`src/rtl/led_pkg.sv`:
```
// ----------------------------------------------------------------------------
// led_pkg
// Shared definitions for the LED matrix frame path: frame geometry, number of
// frame sources and the frame scheduler state encoding.
// No ports (package).
// ----------------------------------------------------------------------------
package led_pkg;

    localparam int LED_ROWS    = 32;  // rows per frame, fixed by the driver
    localparam int LED_ROW_W   = 5;   // width of a row index
    localparam int LED_NUM_SRC = 2;   // 0: beam-pattern generator, 1: test source

    typedef enum logic [1:0] {
        IDLE      = 2'd0,
        LOAD      = 2'd1,
        DRAIN     = 2'd2,
        WAIT_DONE = 2'd3
    } led_sched_state_t;

endpackage

```
`src/rtl/led_rr_arbiter.sv`:
```
// ----------------------------------------------------------------------------
// led_rr_arbiter
// Two-way round-robin arbiter. gnt_next is the combinational one-hot winner
// for the current requests; the last-grant pointer only moves when the
// owner of this arbiter commits a grant via advance.
// Ports:
//   clk, rst_n      clock, asynchronous active-low reset
//   req[1:0]        per-source requests
//   advance         commit gnt_next as the new last grant
//   gnt_next[1:0]   one-hot winner (0 when nothing requests)
// ----------------------------------------------------------------------------
module led_rr_arbiter
    import led_pkg::*;
(
    input  logic                   clk,
    input  logic                   rst_n,
    input  logic [LED_NUM_SRC-1:0] req,
    input  logic                   advance,
    output logic [LED_NUM_SRC-1:0] gnt_next
);

    // High when source 1 won the most recent arbitration.
    logic last_src1;

    always_comb begin
        // NOTE: every output of a combinational block gets a default first,
        // otherwise an unhandled path keeps the old value and infers a latch.
        gnt_next = '0;
        case (req)
            2'b01:   gnt_next = 2'b01;
            2'b10:   gnt_next = 2'b10;
            2'b11:   gnt_next = last_src1 ? 2'b01 : 2'b10;
            default: gnt_next = '0;
        endcase
    end

    // Reset pretends source 1 went last, so source 0 wins the first tie.
    always_ff @(posedge clk or negedge rst_n) begin
        if (!rst_n) begin
            last_src1 <= 1'b1;
        end else if (advance) begin
            // NOTE: state registers use non-blocking assignment so every
            // flop samples its inputs from the same pre-edge values.
            last_src1 <= gnt_next[1];
        end
    end

endmodule

```
`src/rtl/led_frame_scheduler.sv`:
```
// ----------------------------------------------------------------------------
// led_frame_scheduler
// Shares led32x32_matrix_driver between two frame sources. Arbitrates, reads
// one full frame from the winner into the driver's row-write port, then
// blocks further loads until the driver reports frame_done so the frame
// buffer is never rewritten while it is being scanned.
//
// Optional feature: define LED_FRAME_SCHED_TIMEOUT_EN to bound the
// frame_done wait to DONE_TIMEOUT cycles (sets sticky timeout_err).
//
// Parameters:
//   ROWS           rows per frame (fixed at 32 by the driver)
//   DONE_TIMEOUT   frame_done wait limit in cycles (timeout build only)
// Ports:
//   clk, rst_n            clock, asynchronous active-low reset
//   enable                low aborts any activity and returns to IDLE
//   req[1:0]              per-source frame requests (level)
//   gnt[1:0]              one-hot grant, held through the last row read
//   rd_en, rd_idx         row read strobe / index to the granted source
//   rd_data0, rd_data1    source row data, valid one cycle after rd_en
//   row_valid, row_idx,   registered row write to the driver
//   row_data
//   frame_done            driver frame-complete pulse
//   busy                  high in every state except IDLE
//   frame_cnt             completed frames (wraps)
//   timeout_err           sticky frame_done timeout flag
// ----------------------------------------------------------------------------
module led_frame_scheduler
    import led_pkg::*;
#(
    parameter int          ROWS         = LED_ROWS,
    parameter logic [15:0] DONE_TIMEOUT = 16'd4096
) (
    input  logic                   clk,
    input  logic                   rst_n,
    input  logic                   enable,
    input  logic [LED_NUM_SRC-1:0] req,
    output logic [LED_NUM_SRC-1:0] gnt,
    output logic                   rd_en,
    output logic [LED_ROW_W-1:0]   rd_idx,
    input  logic [31:0]            rd_data0,
    input  logic [31:0]            rd_data1,
    output logic                   row_valid,
    output logic [LED_ROW_W-1:0]   row_idx,
    output logic [31:0]            row_data,
    input  logic                   frame_done,
    output logic                   busy,
    output logic [15:0]            frame_cnt,
    output logic                   timeout_err
);

    led_sched_state_t             state;
    led_sched_state_t             state_next;
    logic [LED_NUM_SRC-1:0]       gnt_next;
    logic                         advance;
    logic                         last_row;
    logic                         drain_second;
    logic                         tmo_hit;

    // One-cycle delayed copy of the read strobe: marks the cycle in which the
    // source presents the row requested one cycle earlier.
    logic                         rd_pend;
    logic [LED_ROW_W-1:0]         rd_pend_idx;

    assign advance  = enable && (state == IDLE) && (req != '0);
    assign last_row = (rd_idx == LED_ROW_W'(ROWS - 1));

    led_rr_arbiter u_arb (
        .clk      (clk),
        .rst_n    (rst_n),
        .req      (req),
        .advance  (advance),
        .gnt_next (gnt_next)
    );

`ifdef LED_FRAME_SCHED_TIMEOUT_EN
    logic [15:0] tmo_cnt;

    // Counts cycles spent in WAIT_DONE; restarts from 0 on every entry.
    assign tmo_hit = (state == WAIT_DONE) && !frame_done &&
                     (tmo_cnt == DONE_TIMEOUT - 16'd1);

    always_ff @(posedge clk or negedge rst_n) begin
        if (!rst_n) begin
            tmo_cnt <= '0;
        end else if (state != WAIT_DONE) begin
            tmo_cnt <= '0;
        end else begin
            tmo_cnt <= tmo_cnt + 16'd1;
        end
    end

    always_ff @(posedge clk or negedge rst_n) begin
        if (!rst_n) begin
            timeout_err <= 1'b0;
        end else if (enable && tmo_hit) begin
            timeout_err <= 1'b1;
        end
    end
`else
    logic unused_cfg;

    assign unused_cfg  = ^DONE_TIMEOUT;
    assign tmo_hit     = 1'b0;
    assign timeout_err = 1'b0;
`endif

    always_comb begin
        state_next = state;
        if (!enable) begin
            state_next = IDLE;
        end else begin
            case (state)
                IDLE:      if (req != '0)              state_next = LOAD;
                LOAD:      if (last_row)               state_next = DRAIN;
                DRAIN:     if (drain_second)           state_next = WAIT_DONE;
                WAIT_DONE: if (frame_done || tmo_hit)  state_next = IDLE;
                default:                               state_next = IDLE;
            endcase
        end
    end

    // Control path: state, grant, read sequencing and frame counting.
    always_ff @(posedge clk or negedge rst_n) begin
        if (!rst_n) begin
            // NOTE: only control/pipeline flops here, all reset; there is no
            // storage array that would be costly to clear.
            state        <= IDLE;
            busy         <= 1'b0;
            gnt          <= '0;
            rd_en        <= 1'b0;
            rd_idx       <= '0;
            drain_second <= 1'b0;
            frame_cnt    <= '0;
        end else begin
            state <= state_next;
            busy  <= (state_next != IDLE);
            if (!enable) begin
                gnt          <= '0;
                rd_en        <= 1'b0;
                rd_idx       <= '0;
                drain_second <= 1'b0;
            end else begin
                case (state)
                    IDLE: begin
                        if (advance) begin
                            gnt    <= gnt_next;
                            rd_en  <= 1'b1;
                            rd_idx <= '0;
                        end
                    end
                    LOAD: begin
                        if (last_row) begin
                            rd_en        <= 1'b0;
                            rd_idx       <= '0;
                            drain_second <= 1'b0;
                        end else begin
                            rd_idx <= rd_idx + 1'b1;
                        end
                    end
                    // Two cycles let rows 30 and 31 leave the pipeline while
                    // gnt still selects the source data mux.
                    DRAIN: begin
                        if (drain_second) begin
                            gnt          <= '0;
                            drain_second <= 1'b0;
                        end else begin
                            drain_second <= 1'b1;
                        end
                    end
                    WAIT_DONE: begin
                        if (frame_done) begin
                            frame_cnt <= frame_cnt + 16'd1;
                        end
                    end
                    default: ;
                endcase
            end
        end
    end

    // Data path: capture the selected source row and present it to the
    // driver. Dropping enable flushes it so a partial frame never reaches
    // row 31 and cannot arm the driver's frame sync.
    always_ff @(posedge clk or negedge rst_n) begin
        if (!rst_n) begin
            rd_pend     <= 1'b0;
            rd_pend_idx <= '0;
            row_valid   <= 1'b0;
            row_idx     <= '0;
            row_data    <= '0;
        end else if (!enable) begin
            rd_pend   <= 1'b0;
            row_valid <= 1'b0;
        end else begin
            rd_pend     <= rd_en;
            rd_pend_idx <= rd_idx;
            row_valid   <= rd_pend;
            if (rd_pend) begin
                row_idx  <= rd_pend_idx;
                row_data <= gnt[1] ? rd_data1 : rd_data0;
            end
        end
    end

endmodule
```
`config.mk`:
```
export PLATFORM = sky130hd
export DESIGN_NAME = led_frame_scheduler
export DESIGN_NICKNAME = d
export VERILOG_FILES = /design/src/rtl/led_pkg.sv /design/src/rtl/led_rr_arbiter.sv /design/src/rtl/led_frame_scheduler.sv
export SDC_FILE = /design/constraint.sdc
export NUM_CORES = 1
export LEC_CHECK = 0
export ABC_AREA = 0
export ABC_CLOCK_PERIOD_IN_PS = 2100
export CAP_MARGIN = 20
export CORE_UTILIZATION = 25
export CTS_BUF_LIST = sky130_fd_sc_hd__clkbuf_8
export DETAILED_ROUTE_END_ITERATION = 8
export GPL_ROUTABILITY_DRIVEN = 0
export SYNTH_ARGS = -nofsm -noshare
export SYNTH_HDL_FRONTEND = slang
export SYNTH_HIERARCHICAL = 1
export SYNTH_SLANG_ARGS = --single-unit
```
`constraint.sdc`:
```
create_clock -name clk -period 2.1 [get_ports clk]
set_clock_uncertainty 0.1 [all_clocks]
set_input_delay 0.63 -clock clk [delete_from_list [all_inputs] [get_ports clk]]
set_output_delay 0.63 -clock clk [all_outputs]
set_load 0.1 [all_outputs]
```
* After elaboration in Yosys (flattened, before gate mapping) *
Cells that the tools add are included.

word-level totals
  bits in registers = 73
  bits of input ports = 70
  output and inout port bits = 64
  word-level logic and storage cells = 65

cells by class
  $add $sub $neg = 2
  equality and inequality tests = 13
  mux-type cells = 26
  reductions and logical operators = 11

operators with widths
  kind                                                                      count
  32-bit two-way mux                                                        1
  2-bit two-way mux                                                         9
  16-bit by 1-bit adder with 16-bit output (second input constant)          1
  5-bit two-way mux                                                         3
  5-bit case mux with 2 select lines                                        1
  3-bit by 1-bit inequality test with 1-bit output (second input constant)  3
  3-bit inequality test (second input constant)                             3
  3-bit AND reduction                                                       3
  2-bit == test (second input constant)                                     4
  2-bit case mux with 4 select lines                                        1
  1-bit two-way mux                                                         7
  2-bit case mux with 3 select lines                                        1
  2-bit AND reduction                                                       3
  5-bit by 1-bit adder with 5-bit output (second input constant)            1
  5-bit == test (second input constant)                                     1
  2-bit by 1-bit == test with 1-bit output (second input constant)          2
  1-bit case mux with 2 select lines                                        2
  2-bit case mux with 2 select lines                                        1
  2-bit nonzero test                                                        2
  1-bit logical AND                                                         2
  2-bit zero test                                                           1

* Depth between registers and ports, before layout *
  depth in word-level cells = 6
  depth in mapped cells = 7
  gate-level depth less buffers = 7

* Hierarchy *
The synthesis kept the hierarchy.

by module, submodules not included
  module               times used  cells each  area an instance (um2)
  led_frame_scheduler  1           300         3,283.1
  led_rr_arbiter       1           5           63.8

* Least setup slack after synthesis *
OpenSTA, ideal clock, no wires.

  kind = flip-flop to flip-flop
  start = reg rd_idx[0]
  end = reg rd_idx[3]
  library setup time = 0.065 ns
  data arrival time = 2.209 ns
  slack = -0.274 ns
  cell stages (with the launch flop) = 8
  clock period less this slack = 2.374 ns
  cells stage by stage = dfrtp_1 -> ha_1 -> and3_1 -> ha_1 -> nor3b_1 -> nand2_1 -> a21boi_0 -> o21a_1

on the way
  longest elaborated chain between the ends = 4

ends and longest elaborated chain
  what                                                                     line                                                   RTL
  from (decl)                                                              led_frame_scheduler.sv:40                              output logic [LED_ROW_W-1:0] rd_idx,
  from (signal assigned)                                                   led_frame_scheduler.sv:158                             rd_idx <= rd_idx + 1'b1;
  5-bit by 1-bit adder with 5-bit output or 5-bit == test (tied branches)  led_frame_scheduler.sv:158, led_frame_scheduler.sv:66
  5-bit two-way mux (*)                                                    led_frame_scheduler.sv:153                             if (last_row) begin
  5-bit case mux with 2 select lines (*)                                   led_frame_scheduler.sv:144                             case (state)
  5-bit two-way mux (*)                                                    led_frame_scheduler.sv:138                             if (!enable) begin

Mark *: on every way between the ends. The rest lies on a longest branch, timed or not.
A chain may end at the register's enable or synchronous reset.

* Final worst setup path *
  start = in enable
  end = reg frame_cnt[14]

on the way
  longest elaborated chain between the ends = 1

ends and longest elaborated chain
  what                                  line                        RTL
  from (decl)                           led_frame_scheduler.sv:36   input logic enable,
  3-bit AND reduction (no source line)  n/a
  to (signal assigned)                  led_frame_scheduler.sv:173  frame_cnt <= frame_cnt + 16'd1;
  to (decl)                             led_frame_scheduler.sv:48   output logic [15:0] frame_cnt,

Every way passes these cells.

==> impl.org <==
** GRT
- Total global routing overflow :: 0
- Largest net degree at the start of global routing :: 56
- The initial antenna violation count came to 0.
- The number of global-route vias before repair came to approximately 2900.
- Wire length of the first global-routing pass :: 14.6 mm
- All-Layer GR Usage :: 13.2%

** Clock tree
- The number of hold buffers added after CTS was 0.
- Htree depth :: 3
- Cts bufs inserted :: 9
- The clock drives 73 sinks.
- TritonCTS built the clock tree.
- Cts repair resizes :: 0
- Worst-path clk slew :: 0.08 ns
- Clk_lat worst skew :: around 0.34 ns
- CTS placed an instance of clkbuf_8 at the clock tree root.
- Buffers inserted by post-CTS timing repair :: 0
- In this run the deepest clock path goes through 2 buffers.

** Detailed routing
- Vias :: 2695
- Sum of routed wire segments on met1 :: 3.44 mm
- In this run the top signal layer used is met4.
- Wire segments on met2 add up to 4.62 mm in the final route.
- In the routed layout, each cell is associated on average with a via count of 4.33.
- After detailed routing, the number of remaining DRC violations is 0.
- The final layout contains routed wiring with a total length of 8.60 mm.
- In this run the remaining antenna-violating nets after routing total 0.
- In the final routed layout, each cell accounts on average for 13.8 um.
- Before antenna repair, the detailed router went through 4 iterations.
- Summed over all nets, wire length on met3 after detailed routing comes to 423 um.
- For this block, the initial DRC count from the detailed router was 56.

** Floorplan
- Die footprint :: 13900 um^2
- Number of core rows :: 41
- Once the floorplan was initialized, standard cells occupied 26.1% of the core.
- The die is 118 um wide.
- Die boundary height :: 118 um
- Number of top-level design ports :: 134
- Placeable core area :: 12800 um^2

** Critical path
- Category of cells accounting for the largest share of critical-path delay :: simple AND/OR/NAND/NOR gates
- Crit Path Class :: primary input to flip-flop
- Series of cell instances along the critical path :: clkdlybuf4s50_1 -> and4_1 -> nand4_4 -> nor4_4 -> xor2_1
- On the worst path, the slowest cell contributes a delay of approximately 0.48 ns.
- Kind of end point of the critical path :: flip-flop
- Data arrival time of the worst path :: between 2 and 2.5 ns
- Cell with the largest stage delay on the worst path :: clkdlybuf4s50_1
- STA classifies the critical path startpoint as a primary input.
- Worst EP required :: 2.27 ns
- Highest fanout seen on the critical path :: 6
- Buf/Inv on CP :: 1

** Cells and area
- The filler cells instantiated in the layout total 1195.
- From synthesis to final layout, the design area changed by 73.6%.
- Once layout is done, the placed cells without fillers occupy 5810 um^2.
- Cells fill 45.3% of the core in the end.
- Fraction of layout cells with a size suffix above 1 :: about 28%
- Number of diodes added for antenna fixing :: 0
- The net count of the finished layout is 519.

** Yosys
- Distinct cells, synth :: 39
- Of all cell types, the one taking the most synthesized area is dfrtp_1.
- In this run, synthesis produced a sequential element count of 73.
- Counting flops with a built-in enable in the synthesized netlist gives 0.
- In this run the biggest area consumer among cell types represents 53.8% of the synthesized area.
- Net Count, Synth :: about 380
- Ranking of synthesized cells by area :: dfrtp_1 54%, mux2i_1 10%, a21oi_1 5.1%
- For this run, asynchronously set or reset flops after synthesis account for 100%.
- Area of the mapped netlist :: 3350 um^2
- Mapped Cells :: 305
- Top FF cell, synth :: dfrtp_1
- Part of the Yosys area used for sequential elements :: 54.6%
- Number of warnings printed during yosys synthesis :: 6
- Average instance area after synthesis :: approximately 11 um^2

** Power
- VDD sags by at most 0.397 mV.
- Standby leakage power :: 2.51 nW
- Power per cell area :: 968 nW/um^2
- Final Power :: 5.62 mW

** Timing
- In the final timing run, aggregate negative setup slack is 0 ns.
- Number of pins exceeding their max-slew limit in the final report :: 0
- Setup violations remaining at the end of the flow were counted as 0.
- Worst Hold Slack :: 0.142 ns
- Dividing the final minimum period by the clock period gives 94.0%.
- Shortest clock period the worst path allows after layout :: between 1.5 and 2 ns
- Setup repair after global routing left no endpoint under its margin.
- The count of endpoints failing hold in the final timing report came to 0.
- Timing would allow up to 506 MHz.

** Place
- Count of port buffers added during placement :: 132
- Area after detailed placement :: 5590 um^2
- The wire-length estimate of the detail-placed layout is approximately 6.6 mm.

** Flow run
- The tool flagged a number of max-cap violations equal to 0.

** Outcome
- Result of the run :: complete, no violations

** Hold path
- In this run the worst hold path is classified as primary input to async pin.
-- cell families after synthesis --
logic type / count (synthesis) / share of synthesized area [%]
buffers and inverters: 23 / 3.33
AND/OR/NAND/NOR: 95 / 14.2
adder cells (fa/ha/maj): 3 / 1.12
multiplexers: 45 / 14.0
AO/OA/AOI/OAI: 49 / 8.41
XOR/XNOR: 16 / 4.19
flip-flops: 73 / 54.6
other: 1 / 0.112
-- worst paths after layout --
path,from,to,slack (ns),depth (start not counted)
setup / recovery,enable,frame_cnt[14]$_DFFE_PN0P_,0.13,5
hold / removal,rst_n,rd_en$_DFFE_PN0P_,0.14,1
hold reg to reg,rd_pend_idx[1]$_DFFE_PN0P_,rd_pend_idx[1]$_DFFE_PN0P_,0.41,1
min in group clk,rd_pend_idx[1]$_DFFE_PN0P_,rd_pend_idx[1]$_DFFE_PN0P_,0.41,1
setup reg to reg,rd_idx[0]$_DFFE_PN0P_,rd_idx[3]$_DFFE_PN0P_,0.18,8
max in group asynchronous,rst_n,row_idx[2]$_DFFE_PN0P_,1.18,2
-- metal layers --
layer,track usage (%),up-vias
li1,-,1326
met1,14.9,1296
met2,23.9,65
met3,3.63,8
met4,4.33,0
met5,0,-
-- metrics by stage --
step           setup WS [ns]  std cells
3_3_place_gp          -0.189        607
6_report               0.125        623
5_1_grt               0.0155        623
3_5_place_dp          -0.242        607
2_1_floorplan        -0.0203        305
4_1_cts                0.129        623
-- synthesized netlist by cell type, types with 5 or more instances --
cell	instances
a21oi_1	34
buf_2	5
clkbuf_1	7
dfrtp_1	72
inv_1	5
mux2_2	10
mux2i_1	34
nand2_1	17
nor2_1	39
nor2b_1	7
nor3_1	7
xnor2_1	10
xor2_1	6
-- state kept, by name (all words and copies together) (netlist names) --
signal,cells
state,2
rd_idx,5
row_idx,5
drain_second,1
frame_cnt,16
row_valid,1
busy,1
row_data,32
rd_pend,1
gnt,2
u_arb/last_src1,1
rd_pend_idx,5
rd_en,1
-- cell usage in the layout (no fill, tap or decap), drive strengths merged, types with 3 or more instances in the layout --
cell	count
mux2i	34
xnor2	10
a22oi	3
nand3	4
and2	3
ha	3
and3	5
nor3	7
o21ai	3
clkdlybuf4s50	68
nor2b	7
nor2	39
nand2	17
dfrtp	72
clkbuf	9
xor2	6
a21boi	5
inv	6
buf	80
nand4	5
mux2	11
a21oi	34
-- layout make-up --
| cell class | instances | area [um^2] | area share, % |
|---|---|---|---|
| Clock buffer | 9 | 124 | 2.13 |
| Clock inverter | 7 | 93.8 | 1.62 |
| Inverter | 5 | 18.8 | 0.323 |
| Multi-Input combinational cell | 209 | 1410 | 24.3 |
| Sequential cell | 73 | 1840 | 31.7 |
| Tap cell | 172 | 215 | 3.70 |
| Timing Repair Buffer | 148 | 2110 | 36.3 |
-- power breakdown --
| group | total, mW | switching (mW) | internal, mW |
|---|---|---|---|
| combinational | 2.61 | 1.65 | 0.965 |
| sequential | 1.80 | 0.203 | 1.60 |
| clock | 1.21 | 0.542 | 0.669 |
(Power assumes the default switching activity.)
